$ cat src/rtl/mac_pkg.sv
// Shared types for the systolic MAC input feeder.
package mac_pkg;

  localparam int unsigned DEFAULT_DATA_W = 8;

  typedef enum logic [1:0] {IDLE, STREAM, FLUSH, DONE} feeder_state_e;

  typedef logic signed [DEFAULT_DATA_W-1:0] lane_t;

endpackage

$ cat src/rtl/mac_skew_feeder_if.sv
// Input beat handshake: one N-lane A vector and one N-lane B vector per beat.
interface mac_skew_feeder_if #(
  parameter int unsigned N      = 4,
  parameter int unsigned DATA_W = 8
);
  logic              in_valid;
  logic              in_ready;
  logic [N*DATA_W-1:0] in_a;
  logic [N*DATA_W-1:0] in_b;

  modport master (output in_valid, output in_a, output in_b, input in_ready);
  modport slave  (input in_valid, input in_a, input in_b, output in_ready);
endinterface

$ cat src/rtl/mac_skew_line.sv
// DEPTH-stage {valid,data} delay line; DEPTH=0 is a combinational pass-through.
module mac_skew_line #(
  parameter int unsigned DEPTH = 0,
  parameter int unsigned W     = 8
) (
  input  logic         clk,
  input  logic         reset,
  input  logic         in_valid,
  input  logic [W-1:0] in_data,
  output logic         out_valid,
  output logic [W-1:0] out_data
);
  if (DEPTH == 0) begin : g_wire
    logic unused_clk_rst;
    assign unused_clk_rst = clk ^ reset;
    assign out_valid      = in_valid;
    assign out_data       = in_valid ? in_data : '0;
  end else begin : g_regs
    logic [DEPTH-1:0] vld;
    logic [W-1:0]     dat [DEPTH];

    always_ff @(posedge clk or posedge reset) begin
      if (reset) begin
        vld <= '0;
        for (int unsigned i = 0; i < DEPTH; i++) dat[i] <= '0;
      end else begin
        vld[0] <= in_valid;
        dat[0] <= in_valid ? in_data : '0;
        for (int unsigned i = 1; i < DEPTH; i++) begin
          vld[i] <= vld[i-1];
          dat[i] <= dat[i-1];
        end
      end
    end

    assign out_valid = vld[DEPTH-1];
    assign out_data  = vld[DEPTH-1] ? dat[DEPTH-1] : '0;
  end
endmodule

$ cat src/rtl/mac_skew_feeder.sv
// Systolic MAC input stage: beat FIFO, K_LEN-beat tile sequencer and diagonal skew.
// Optional MAC_FEEDER_PERF_EN adds the stall_cnt performance counter port.
module mac_skew_feeder
  import mac_pkg::*;
#(
  parameter int unsigned N          = 4,
  parameter int unsigned DATA_W     = DEFAULT_DATA_W,
  parameter int unsigned K_LEN      = 7,
  parameter int unsigned FIFO_DEPTH = 4
) (
  input  logic                clk,
  input  logic                reset,
  mac_skew_feeder_if.slave    in_bus,
  output logic [N*DATA_W-1:0] a_out,
  output logic [N*DATA_W-1:0] b_out,
  output logic [N-1:0]        lane_valid,
  output logic                busy,
  output logic                tile_done
`ifdef MAC_FEEDER_PERF_EN
  ,
  output logic [31:0]         stall_cnt
`endif
);
  localparam int unsigned AW = $clog2(FIFO_DEPTH);
  localparam int unsigned VW = N*DATA_W;
  localparam int unsigned CW = $clog2(K_LEN+1);
  localparam int unsigned FW = (N > 1) ? $clog2(N) : 1;
  localparam logic [CW-1:0] BEAT_LAST  = CW'(K_LEN-1);
  localparam logic [FW-1:0] FLUSH_LAST = FW'((N > 1) ? N-2 : 0);

  feeder_state_e   state;
  logic [CW-1:0]   beat_cnt;
  logic [FW-1:0]   flush_cnt;

  logic [2*VW-1:0] mem [FIFO_DEPTH];
  logic [AW:0]     wr_ptr, rd_ptr;
  logic            full, empty, push, pop;

  // Extra pointer bit distinguishes full from empty when the indices match.
  assign empty           = (wr_ptr == rd_ptr);
  assign full            = (wr_ptr[AW] != rd_ptr[AW]) && (wr_ptr[AW-1:0] == rd_ptr[AW-1:0]);
  assign in_bus.in_ready = !full;
  assign push            = in_bus.in_valid && !full;
  assign pop             = (state == STREAM) && !empty;

  always_ff @(posedge clk) begin
    if (push) mem[wr_ptr[AW-1:0]] <= {in_bus.in_a, in_bus.in_b};
  end

  always_ff @(posedge clk or posedge reset) begin
    if (reset) begin
      wr_ptr <= '0;
      rd_ptr <= '0;
    end else begin
      if (push) wr_ptr <= wr_ptr + 1'b1;
      if (pop)  rd_ptr <= rd_ptr + 1'b1;
    end
  end

  always_ff @(posedge clk or posedge reset) begin
    if (reset) begin
      state     <= IDLE;
      beat_cnt  <= '0;
      flush_cnt <= '0;
      busy      <= 1'b0;
      tile_done <= 1'b0;
    end else begin
      tile_done <= 1'b0;
      unique case (state)
        IDLE: if (!empty) begin
          state    <= STREAM;
          beat_cnt <= '0;
          busy     <= 1'b1;
        end
        STREAM: if (pop) begin
          beat_cnt <= beat_cnt + 1'b1;
          if (beat_cnt == BEAT_LAST) begin
            if (N > 1) begin
              state     <= FLUSH;
              flush_cnt <= '0;
            end else begin
              state     <= DONE;
              tile_done <= 1'b1;
            end
          end
        end
        FLUSH: begin
          if (flush_cnt == FLUSH_LAST) begin
            state     <= DONE;
            tile_done <= 1'b1;
          end else begin
            flush_cnt <= flush_cnt + 1'b1;
          end
        end
        DONE: begin
          state <= IDLE;
          busy  <= 1'b0;
        end
      endcase
    end
  end

  // Lane-0 register shared by all lanes; lane k adds k further stages behind it.
  logic          s0_valid;
  logic [VW-1:0] s0_a, s0_b;

  always_ff @(posedge clk or posedge reset) begin
    if (reset) begin
      s0_valid <= 1'b0;
      s0_a     <= '0;
      s0_b     <= '0;
    end else begin
      s0_valid     <= pop;
      {s0_a, s0_b} <= pop ? mem[rd_ptr[AW-1:0]] : '0;
    end
  end

  logic [N-1:0] a_vld, b_vld;

  for (genvar k = 0; k < N; k++) begin : g_lane
    mac_skew_line #(.DEPTH(k), .W(DATA_W)) u_a_line (
      .clk      (clk),
      .reset    (reset),
      .in_valid (s0_valid),
      .in_data  (s0_a[k*DATA_W +: DATA_W]),
      .out_valid(a_vld[k]),
      .out_data (a_out[k*DATA_W +: DATA_W])
    );
    mac_skew_line #(.DEPTH(k), .W(DATA_W)) u_b_line (
      .clk      (clk),
      .reset    (reset),
      .in_valid (s0_valid),
      .in_data  (s0_b[k*DATA_W +: DATA_W]),
      .out_valid(b_vld[k]),
      .out_data (b_out[k*DATA_W +: DATA_W])
    );
    assign lane_valid[k] = a_vld[k] & b_vld[k];
  end

`ifdef MAC_FEEDER_PERF_EN
  always_ff @(posedge clk or posedge reset) begin
    if (reset) begin
      stall_cnt <= '0;
    end else if (state == STREAM && empty && stall_cnt != '1) begin
      stall_cnt <= stall_cnt + 32'd1;
    end
  end
`endif

endmodule

$ cat src/flat_wrapper.sv
// flat-port wrapper written by rule: the top's interface ports become plain ports
module mac_skew_feeder_flat import mac_pkg::*;
#(
  parameter int unsigned N          = 4,
  parameter int unsigned DATA_W     = DEFAULT_DATA_W,
  parameter int unsigned K_LEN      = 7,
  parameter int unsigned FIFO_DEPTH = 4
)
  (clk, reset, a_out, b_out, lane_valid, busy, tile_done, in_bus_in_valid, in_bus_in_a, in_bus_in_b, in_bus_in_ready);
  mac_skew_feeder_if #(.N(N), .DATA_W(DATA_W)) in_bus_i ();
  input  logic clk;
  input  logic reset;
  output logic [N*DATA_W-1:0] a_out;
  output logic [N*DATA_W-1:0] b_out;
  output logic [N-1:0] lane_valid;
  output logic busy;
  output logic tile_done;
  input wire logic [$bits(in_bus_i.in_valid)-1:0] in_bus_in_valid;
  input wire logic [$bits(in_bus_i.in_a)-1:0] in_bus_in_a;
  input wire logic [$bits(in_bus_i.in_b)-1:0] in_bus_in_b;
  output wire logic [$bits(in_bus_i.in_ready)-1:0] in_bus_in_ready;
  assign in_bus_i.in_valid = in_bus_in_valid;
  assign in_bus_i.in_a = in_bus_in_a;
  assign in_bus_i.in_b = in_bus_in_b;
  assign in_bus_in_ready = in_bus_i.in_ready;
  mac_skew_feeder #(.N(N), .DATA_W(DATA_W), .K_LEN(K_LEN), .FIFO_DEPTH(FIFO_DEPTH)) u_core (.clk(clk), .reset(reset), .in_bus(in_bus_i), .a_out(a_out), .b_out(b_out), .lane_valid(lane_valid), .busy(busy), .tile_done(tile_done));
endmodule
$ cat config.mk
export PLATFORM = sky130hd
export DESIGN_NAME = mac_skew_feeder_flat
export DESIGN_NICKNAME = d
export VERILOG_FILES = /design/src/rtl/mac_pkg.sv /design/src/rtl/mac_skew_feeder_if.sv /design/src/rtl/mac_skew_line.sv /design/src/rtl/mac_skew_feeder.sv /design/src/flat_wrapper.sv
export SDC_FILE = /design/constraint.sdc
export NUM_CORES = 1
export LEC_CHECK = 0
export ABC_AREA = 1
export CORE_ASPECT_RATIO = 1.1
export CORE_UTILIZATION = 40
export DETAILED_ROUTE_END_ITERATION = 12
export SYNTH_ARGS = -nofsm -noshare
export SYNTH_HDL_FRONTEND = slang
export SYNTH_HIERARCHICAL = 1
export SYNTH_SLANG_ARGS = --single-unit
$ cat constraint.sdc
create_clock -name clk -period 5.57 [get_ports clk]
set_clock_uncertainty 0.15 [all_clocks]
set_input_delay 0.8355 -clock clk [delete_from_list [all_inputs] [get_ports clk]]
set_output_delay 0.8355 -clock clk [all_outputs]
set_load 0.05 [all_outputs]
==> results by group <==
Placement
  • RD Place Congestion: 0.7666
  • Placed Cells: 1,898
  • Post-DP HPWL: 18,960 microns
  • Placed inst area: 18,050 sq um
  • Port buffer count: 137

Die
  • IO Count: 138
  • Die footprint: approximately 42,000 sq um
  • Site row count: 77
  • Core Region: around 40,000 sq um
  • Die Y: 213.6 microns
  • Initial Utilization: 40.52%
  • Die X: a little under 200 microns

Finish
  • Multi-input gate area: 2998 sq um
  • Number of fill cells: 3,507
  • Post-Layout Cell Count: about 2,000
  • Nets: 1,509
  • Syn-to-layout area delta: 18.95%
  • Final instance area: 19,360 sq um
  • Inserted Diodes: 0
  • Register area: roughly 12,000 sq um
  • Layout cells sized above 1: 8.156%

Worst setup path
  • Most used cell, CP: nand2_1
  • Setup crit end kind: output port
  • CP cell instances: inv_2 -> buf_4 -> nand2_1 -> nand2_1 -> nand3b_1 -> clkdlybuf4s50_1
  • Slowest CP cell: clkdlybuf4s50_1
  • CP Max Fanout: 67
  • Startpoint type of the worst setup path: register
  • Critical path arrival: 2740 ps
  • Max stage delay on crit path: roughly 730 ps
  • WP data required: 4580 ps
  • WS Path Type: reg2out

Run
  • Max_cap viols: 0

Outcome
  • Status: finished, final reports clean

Power
  • Maximum vdd drop: 269.5 uV
  • Net Sw Frac: 32.58%
  • Clk pwr share: 27.8%
  • Leak pwr: 8.418 nW
  • Sequential power share: 47.9%
  • Switch Pwr: 3.172 mW
  • Pwr Density: 502.8 nW/um^2
  • Internal power: 6.563 mW
  • Combinational power share: between 20% and 30%

Yosys
  • Yosys Warn Count: 6
  • Synth Instances: 1,301
  • Top cell type by total area after synthesis: edfxtp_1
  • Synth Flop Type: edfxtp_1
  • Count of state elements after synthesis: 444
  • Synthesized Nets: roughly 1,400
  • Asr flop ratio synth: 42.34%
  • List of most frequent post-synthesis cells: nor2_1 (261), edfxtp_1 (256), dfrtp_1 (188)
  • Post-synth cell types: 25
  • Share of the synthesized area in the top cell type: about 47%
  • EDFF count, synth: about 260
  • Count leader, synth: nor2_1
  • Mean Syn Cell Area: about 13 sq um
  • Register area share after synthesis: 76.13%
  • Top cells by area, synth: edfxtp_1 (47%), dfrtp_1 (29%), nor2_1 (6.0%), o21ai_0 (4.1%), nand2_1 (3.5%)
  • Synthesized area: 16,280 sq um

Hold path
  • Hold Crit Class: reg2reg

CTS
  • CTS Buf Count: 42
  • Hold buffers post-CTS: 0
  • Clk pin slew, worst setup/hold paths: 60 ps
  • CTS root buf: clkbuf_16
  • Post-CTS sizing: 0
  • Sink Count: 444
  • CTS Buffer Depth: 3
  • H-tree levels: 2
  • CTS tree: yes
  • Skew-Pair Late Insertion Delay: 530 ps
  • Post-CTS Setup Bufs: 0

Routing
  • WL final: 32,180 microns
  • Routed vias: 9,214
  • Drt via density: 4.672
  • DRT Pass-1 Iters: 5
  • Drc violations: 0
  • Drt wl/cell: about 16 microns
  • Antenna-violating nets left: 0
  • Drt first-iter violations: around 570

Timing
  • Slew headroom: 25.94%
  • RSZ-0062 raised after global routing: false
  • Final Hold Fails: 0
  • Fin crit share: 66.90%
  • Crit path time final: 3726 ps
  • Fmax: 268.4 MHz
  • Setup Viol. Count Final: 0
  • Setup_tns: 0 ps
  • Max Slew Vio Count: 0
  • Slew @ Worst Pin: 1111 ps

Global route
  • GR Overflow Total: 0
  • Initial antenna violation count: 0
  • First-pass GRT wire length: 50,400 microns
  • Met3 usage: 2.265%
  • Global-route layer with the greatest usage: met2
  • Met2 Use GR: 27.81%
  • Largest net degree at the start of global routing: 114
  • GRT Total Usage: 15.78%
  • Vias in the first global route: 8,953
  • Met1 Resource Use GR: between 10% and 20%
state kept, by name (all words and copies together) (netlist names):
signal / count
u_core/busy: 1
u_core/beat_cnt: 3
u_core/g_lane.u_a_line/g_regs.dat: 48
u_core/g_lane.u_a_line/out_valid: 1
u_core/s0_a: 32
u_core/g_lane.u_a_line/g_regs.vld: 5
u_core/wr_ptr: 3
u_core/state: 2
u_core/s0_valid: 1
u_core/rd_ptr: 3
u_core/g_lane.u_b_line/g_regs.vld: 5
u_core/g_lane.u_b_line/g_regs.dat: 48
u_core/g_lane.u_b_line/out_valid: 1
u_core/s0_b: 32
u_core/flush_cnt: 2
u_core/tile_done: 1
u_core/mem: 256
layer usage:
metal,wire [microns],up-vias
met3,1077,56
met4,956,0
li1,-,4477
met1,13930,4501
met2,16210,180
met5,0,-
area by class of cell:
type	count	share of cell area, %
sequential	444	64.03
multi-input combinational	646	15.48
timing repair buffer	149	7.548
clock buffer	64	6.339
tap	513	3.315
inverter	146	2.856
clock inverter	10	0.4265
logic make-up (layout without fill, tap and decap cells):
logic type / after synthesis / count (layout) / share of synthesized area, %
adders and majority gates: 13 / 13 / 0.9993
DFF: 444 / 444 / 76.13
AOI/OAI and AO/OA: 203 / 203 / 6.948
xor gates and xnor gates: 4 / 4 / 0.2153
and+or+nand+nor: 426 / 426 / 10.04
buffers and inverters: 211 / 369 / 5.672
path summary, 6_finish.rpt:
path / start / to / slack, ps / cells after the start
setup reg to reg: u_core/rd_ptr[0]$_DFFE_PP0N_ / u_core/mem[2][32]$_DFFE_PP_ / 2420 / 8
hold reg to reg: u_core/g_lane[3].u_a_line/g_regs.dat[22]$_DFF_PP0_ / u_core/g_lane[3].u_a_line/g_regs.dat[14]$_DFF_PP0_ / 190 / 0
setup / recovery: u_core/rd_ptr[1]$_DFFE_PP0N_ / in_bus_in_ready / 1840 / 6
max in group asynchronous: reset / u_core/s0_b[7]$_DFF_PP0_ / 3280 / 3
hold / removal: u_core/g_lane[3].u_a_line/g_regs.dat[22]$_DFF_PP0_ / u_core/g_lane[3].u_a_line/g_regs.dat[14]$_DFF_PP0_ / 190 / 0
min in group asynchronous: reset / u_core/g_lane[1].u_b_line/g_regs.dat[1]$_DFF_PP0_ / 900 / 2
cell usage in the layout (no fill, tap or decap), types with 4 or more instances in the layout:
| cell | Yosys | final |
|---|---|---|
| ha_1 | 13 | 13 |
| nand2_1 | 150 | 150 |
| buf_4 | 14 | 12 |
| nand3_1 | 6 | 6 |
| nor2_4 | 0 | 4 |
| dfrtp_1 | 188 | 185 |
| a21oi_1 | 36 | 36 |
| a21oi_2 | 30 | 30 |
| clkinv_2 | 0 | 5 |
| clkbuf_1 | 12 | 12 |
| o21ai_0 | 134 | 134 |
| edfxtp_1 | 256 | 256 |
| clkdlybuf4s50_1 | 0 | 137 |
| clkbuf_16 | 0 | 42 |
| inv_1 | 142 | 141 |
| clkbuf_8 | 0 | 9 |
| nor2_1 | 261 | 257 |
metrics by stage:
step	power [mW]	setup slack, ps	utilization, %	hold slack, ps
floorplan	6.464	872.5	-	181.2
detailed placement	7.144	2363	44.93	184.7
CTS	9.856	1793	48.20	197.6
global placement	7.085	2345	44.93	181.3
finish	9.736	1844	48.20	193.3
global route	10.31	1684	48.20	200.2
power groups by stage:
| stage | Clock, mW | Combinational [mW] | Sequential [mW] |
|---|---|---|---|
| after floorplan | 0 | 1.88 | 4.58 |
| after global placement | 0 | 2.36 | 4.72 |
| after detailed placement | 0 | 2.41 | 4.74 |
| after CTS | 2.77 | 2.42 | 4.67 |
| after global routing | 2.89 | 2.68 | 4.74 |
| final | 2.70 | 2.37 | 4.66 |
worst max-delay path, delay by kind of cell, from the launching register on:
family,cells,cell delay (ps)
AND/OR/NAND/NOR,3,390
buffers and inverters,3,1420
flip-flops,1,400
Power figures use the tool's default switching activity.
